File: config.mk
export PLATFORM = sky130hd
export DESIGN_NAME = dsp_post_add_p_stage
export DESIGN_NICKNAME = d
export VERILOG_FILES = /design/src/rtl/dsp_post_add_p_stage.sv
export SDC_FILE = /design/constraint.sdc
export NUM_CORES = 1
export LEC_CHECK = 0
export ABC_CLOCK_PERIOD_IN_PS = 4050
export BUFFER_PORTS_ARGS = -buffer_cell sky130_fd_sc_hd__buf_2
export CAP_MARGIN = 15
export CELL_PAD_IN_SITES_DETAIL_PLACEMENT = 1
export CELL_PAD_IN_SITES_GLOBAL_PLACEMENT = 2
export CORE_MARGIN = 2
export CORE_UTILIZATION = 28
export CTS_CLUSTER_SIZE = 28
export DETAILED_ROUTE_END_ITERATION = 8
export GPL_ROUTABILITY_DRIVEN = 0
export PLACE_DENSITY_LB_ADDON = 0.1
export SETUP_SLACK_MARGIN = 0.4
export SLEW_MARGIN = 0
export SYNTH_ARGS = -nofsm -noshare
export SYNTH_HDL_FRONTEND = slang
export SYNTH_SLANG_ARGS = --single-unit
File: constraint.sdc
create_clock -name clk -period 4.05 [get_ports clk]
set_input_delay 0 -clock clk [delete_from_list [all_inputs] [get_ports clk]]
set_output_delay 0 -clock clk [all_outputs]
set_load 0.005 [all_outputs]
File: src/rtl/dsp_post_add_p_stage.sv
// Post-adder/subtractor, P register and CARRYOUT register of a DSP48A1-style slice.
// Optional sticky overflow flag enabled by defining DSP_P_OVF_STICKY_EN.
module dsp_post_add_p_stage #(
  parameter int WIDTHP      = 48,
  parameter int PREG        = 1,
  parameter int CARRYOUTREG = 1
) (
  input  logic              clk,
  input  logic              rst,
  input  logic              cep,
  input  logic [WIDTHP-1:0] x_in,
  input  logic [WIDTHP-1:0] c_in,
  input  logic [WIDTHP-1:0] pcin,
  input  logic [1:0]        z_sel,
  input  logic              sub,
  input  logic              carryin,
  output logic [WIDTHP-1:0] p_out,
  output logic [WIDTHP-1:0] pcout,
  output logic              carryout,
`ifdef DSP_P_OVF_STICKY_EN
  output logic              ovf_sticky,
`endif
  output logic              carryoutf
);

  logic [WIDTHP-1:0] p_q;
  logic [WIDTHP-1:0] z_mux;
  logic [WIDTHP:0]   x_ext;
  logic [WIDTHP:0]   r;
  logic [WIDTHP-1:0] p_next;
  logic              co_next;

  // p_q is tied to zero when PREG=0, so z_sel=10 then selects zero.
  // NOTE: every output of a combinational block is assigned on all paths to avoid inferred latches.
  always_comb begin
    z_mux = '0;
    case (z_sel)
      2'b00:   z_mux = '0;
      2'b01:   z_mux = pcin;
      2'b10:   z_mux = p_q;
      2'b11:   z_mux = c_in;
      default: z_mux = 'x;
    endcase
  end

  // One extra bit holds the carry (add) or the borrow (subtract).
  always_comb begin
    x_ext = {1'b0, x_in} + {{WIDTHP{1'b0}}, carryin};
    r     = sub ? ({1'b0, z_mux} - x_ext) : ({1'b0, z_mux} + x_ext);
  end

  assign p_next  = r[WIDTHP-1:0];
  assign co_next = r[WIDTHP];

  generate
    if (PREG == 1) begin : g_preg
      // NOTE: sequential state uses non-blocking assignments; rst is asynchronous and wins over cep.
      always_ff @(posedge clk or posedge rst) begin
        if (rst)      p_q <= '0;
        else if (cep) p_q <= p_next;
      end
      assign p_out = p_q;
    end else begin : g_pcomb
      assign p_q   = '0;
      assign p_out = p_next;
    end

    if (CARRYOUTREG == 1) begin : g_coreg
      logic co_q;
      always_ff @(posedge clk or posedge rst) begin
        if (rst)      co_q <= 1'b0;
        else if (cep) co_q <= co_next;
      end
      assign carryout = co_q;
    end else begin : g_cocomb
      assign carryout = co_next;
    end
  endgenerate

  assign pcout     = p_out;
  assign carryoutf = carryout;

`ifdef DSP_P_OVF_STICKY_EN
  // Accumulating edges OR in new carries; any other load starts a fresh flag.
  always_ff @(posedge clk or posedge rst) begin
    if (rst) begin
      ovf_sticky <= 1'b0;
    end else if (cep) begin
      if (z_sel == 2'b10) ovf_sticky <= ovf_sticky | co_next;
      else                ovf_sticky <= co_next;
    end
  end
`endif

endmodule
Word level (Yosys, flattened, before mapping)
Index checks and enable logic that the tools add are counted.
{"block": "word_totals", "register_bits": 49, "latchBits": 0, "ram_bits": 0, "romBits": 0, "input_bits": 151, "output_inout_bits": 98, "wordCells": 11, "memories": 0}
{"block": "op_classes", "add_sub_neg": 3, "mul": 0, "div_mod_pow": 0, "n_lt_le_gt_ge": 0, "eq_ne": 3, "n_shift": 0, "mux": 2, "n_bitwise": 0, "n_reduce_logical": 1}
{"op": "case mux 48 bit (4 select lines)", "n": 1}
{"op": "adder 48 x 1 -> 49 bit", "n": 1}
{"op": "adder 48 x 49 -> 49 bit", "n": 1}
{"op": "two-way mux 49 bit", "n": 1}
{"op": "subtractor 48 x 49 -> 49 bit", "n": 1}
{"op": "== test 2 bit, second input constant", "n": 2}
{"op": "== test 2 x 1 -> 1 bit, second input constant", "n": 1}
{"op": "logical NOT 2 bit", "n": 1}

Longest topological paths before layout
{"block": "logic_depth", "ltp_word": 4, "ltp_mapped": 25, "ltp_nobuf": 23}

Least setup slack after synthesis
OpenSTA, ideal clock, no wires.
{"block": "synth_timing", "path_kind": "in2reg", "start": "in x_in[0]", "end": "reg p_q[40] (netlist: p_out[40])", "setup_time_ns": 0.125, "arrival_ns": 5.167, "required_time_ns": 3.925, "slack_ns": -1.241, "stages": 24, "path_buffers": 2, "cell_sequence": "ha_1 -> ha_1 -> buf_4 -> nand4_2 -> or4_1 -> buf_2 -> xnor2_1 -> nor4_1 -> nand4_1 -> nor3_1 -> nand2_1 -> inv_1 -> nor2_1 -> xor2_1 -> ha_1 -> a21oi_1 -> o21a_1 -> nor2b_1 -> or4b_1 -> a21o_1 -> a2111oi_0 -> o21bai_1 -> xor2_1 -> mux2_2"}
{"block": "synth_between", "elab_chain_cells": 3, "elab_cells_between_ends": 4, "cone_classes": "add/sub (3); mux (1)"}
{"item": "start: declaration", "line": "11", "text": "input logic [WIDTHP-1:0] x_in,"}
{"item": "adder 48 x 1 -> 49 bit *", "line": "48", "text": "x_ext = {1'b0, x_in} + {{WIDTHP{1'b0}}, carryin};"}
{"item": "adder 48 x 49 -> 49 bit or subtractor 48 x 49 -> 49 bit (tied branches)", "line": "49", "text": "r = sub ? ({1'b0, z_mux} - x_ext) : ({1'b0, z_mux} + x_ext);"}
{"item": "two-way mux 49 bit *", "line": "49"}
{"item": "end signal: assignment", "line": "60", "text": "else if (cep) p_q <= p_next;"}
{"item": "end: declaration", "line": "26", "text": "logic [WIDTHP-1:0] p_q;"}
Mark *: on every way between the ends. The rest lies on a longest branch, timed or not.
A chain may end at the register's enable or synchronous reset.

Final worst setup path
{"block": "layout_timing", "start": "in carryin", "end": "reg p_q[40] (netlist: p_out[40])"}
{"block": "layout_between", "elab_chain_cells": 3, "elab_cells_between_ends": 4, "cone_classes": "add/sub (3); mux (1)"}
{"item": "start: declaration", "line": "16", "text": "input logic carryin,"}
{"item": "adder 48 x 1 -> 49 bit *", "line": "48"}
{"item": "adder 48 x 49 -> 49 bit or subtractor 48 x 49 -> 49 bit (tied branches)", "line": "49"}
{"item": "two-way mux 49 bit *", "line": "49"}
Marked as above.

==> summary.txt <==
Die H: 180 microns
Violated checks: negative setup slack
Most used DFF post-synth: dfrtp_1
Starting density of the core: 28.4%
Latest clock arrival within the worst-skew pair: 310 ps
Multi-input gate area: 7910 sq um
DR WL/cell: 18.7 microns
Power Dens Cells: 364 nW/um^2
Slew headroom: 44.5%
Synth warn: 0
Hpwl dp: 31.6 mm
Post-place setup slack: -1240 ps
Num CTS Buffers: 5
Critical path startpoint category: primary input
Area delta synth->final: 66.8%
Register area share after synthesis: 14.1%
Fin. Hold Viols: 0
Overall Global Routing Usage: 22.8%
Clock tree buffer depth: 2
Crit-path max FO: 5
Vias per Instance: 5.06
Max-cap violations: 0
DR iter-0 viols: 403
Syn Area/Cell: 7.92 sq um
Async S/R FF share, synth: 100%
I/O Buffers: 248
Core Util, Final: 47.4%
Largest net degree at the start of global routing: 61
DRC viols: 0
Crit path capture type: register
First-pass GRT wire length: 60.1 mm
Antenna Cells: 0
Hold Crit Class: in2reg
Slew Limit Fails: 0
Vias in the first global route: 10697
Die Span X: 180 microns
Syn Inst Count: 1098
Nets: 1867
Peak VDD IR: 151 uV
CTS root buf: clkbuf_16
Die area: 32500 sq um
Row Count: 64
Worst Skew: 10.6 ps
Initial antenna violation count: 1
Leak Pwr: 6.79 nW
CORE AREA: 30600 sq um
Status: finished, violations left
Flip-flop and latch area: 1230 sq um
Clock transition at the registers of the reported paths: 80 ps
Synth cell types: 86
Hold_ws: 247 ps
H-tree depth: 2
CP Class: in2reg
Antenna viol nets, final: 0
GRT Residual Overflow: 0
WL final: 38.6 mm
Fmax: 212 MHz
RSZ-0062 raised after global routing: yes
Setup WS post-layout: -668 ps
Post-synth EDFFs: 0
Detailed Routing Iterations Pass 1: 4
CTS tree: yes
Ratio of final minimum period to clock period: 117%
Synth Cell Area: 8700 sq um
Critical Path RT: 4240 ps
Ports: 249
Crit path time final: 4720 ps
Fillcell total: 3705
Via count: 10430
Setup Viol. Count Final: 22
Slew @ Worst Pin: 832 ps
Synthesized flop and latch total: 49
Reg-to-reg slack, setup: -110 ps
Syn_nets: 1302
Arr. time, crit path: 4910 ps
Layout cell share with drive strength beyond 1: 56.7%
Clk sinks: 49
[critical path: stages]
cell and delay (ps):
buf_8 80, ha_4 150, nand3_4 80, or4_4 500, buf_6 150, nor4_4 150
buf_4 160, and3_4 190, o22ai_4 90, buf_6 130, nor4b_4 350, a21oi_2 100
xor2_1 150, ha_1 320, nand4_1 180, nor2_1 80, a32oi_1 250, nand2_1 100
or4b_4 560, a21o_4 250, a2111oi_4 340, o21bai_1 130, xor2_1 150, mux2_4 260
[power by group]
part	internal (mW)	switching, mW
logic	2.03	1.76
clock network	0.309	0.216
registers	0.719	0.249
[placed cells by master (no fill, tap or decap), types with 36 or more instances in the layout]
master   count
nand2_1     58
ha_1        39
buf_6       45
xor2_1      39
nor2_1      61
dfrtp_1     49
mux2_2      70
a21oi_1     47
buf_2      246
buf_4      372
a22o_1      47
xnor2_1     65
nand3_1     36
[repair_timing]
item | 4_1_cts | 5_1_grt
pin swaps | 69 | 81
hold buffers | 1 | 0
hold endpoints to repair | 49 | 0
endpoints found under the setup margin | 33 | 34
resized for setup | 129 | 114
buffers inserted | 37 | 25
[Yosys cell counts, types with 5 or more instances]
master	number	area (sq um)
a211oi_1	8	60.1
a21o_1	27	203
a21oi_1	76	380
a22o_1	47	412
a31oi_1	19	119
and2_1	13	81.3
and3_1	27	169
and4_1	9	78.8
buf_1	8	30.0
buf_2	5	25.0
buf_4	51	383
clkbuf_1	41	154
dfrtp_1	49	1230
ha_1	52	651
inv_1	28	105
mux2_2	80	901
nand2_1	63	236
nand2b_1	5	31.3
nand3_1	41	205
nand4_1	26	163
nor2_1	74	278
nor2b_1	11	68.8
nor3_1	24	120
nor4_1	17	106
o211ai_1	5	37.5
o21a_1	6	45.0
o21ai_0	39	195
o21bai_1	9	67.6
o31ai_1	5	37.5
or3_1	10	62.6
xnor2_1	73	639
xor2_1	55	482
[sequential cells by signal (all words and copies together) (netlist names)]
signal and cells:
carryout 1, p_out 48
[area by class of cell]
cell class	instances	share of cell area, %
Multi-Input combinational cell	910	54.5
Timing Repair Buffer	667	31.6
Sequential cell	49	8.45
Tap cell	396	3.41
Clock buffer	6	0.957
Inverter	30	0.776
Clock inverter	2	0.259
[path summary, 6_finish.rpt]
path,start,depth (start not counted),endpoint
max reg2reg,p_out[0],16,p_out[40]
min reg2reg,p_out[34],1,p_out[34]
min,carryin,5,p_out[0]
min in group asynchronous,rst,4,p_out[13]
max in group asynchronous,rst,4,p_out[35]
max,carryin,24,p_out[40]
[cell families (layout without fill, tap and decap cells)]
| logic type | Yosys count | after routing | share of synthesized area, % |
|---|---|---|---|
| and+or+nand+nor | 354 | 354 | 22.3 |
| AOI/OAI and AO/OA | 290 | 290 | 23.2 |
| adders and majority gates | 53 | 53 | 7.71 |
| DFF | 49 | 49 | 14.1 |
| xor gates and xnor gates | 129 | 129 | 13.1 |
| buffers and inverters | 139 | 705 | 8.62 |
| muxes | 84 | 84 | 10.9 |
[layer usage]
layer / up-vias / part of all wire, % / global-route usage [%]
li1: 5146 / - / -
met1: 5073 / 50 / 33.7
met2: 191 / 46 / 37.1
met3: 20 / 3.0 / 1.60
met4: 0 / 0.95 / 3.32
met5: - / 0 / 0
[metrics by stage]
| stage | std cells | TNS, ps | area (sq um) | power [mW] |
|---|---|---|---|---|
| 4_1_cts | 2035 | -5680 | 13800 | 5.06 |
| 5_1_grt | 2060 | -11510 | 14500 | 5.66 |
| 3_3_place_gp | 1989 | -18670 | 12700 | 4.21 |
| 3_5_place_dp | 1989 | -21130 | 12700 | 4.26 |
| 6_report | 2060 | -6410 | 14500 | 5.28 |
| 2_1_floorplan | 1098 | -5810 | 8920 | 2.89 |
(Power assumes the default switching activity.)
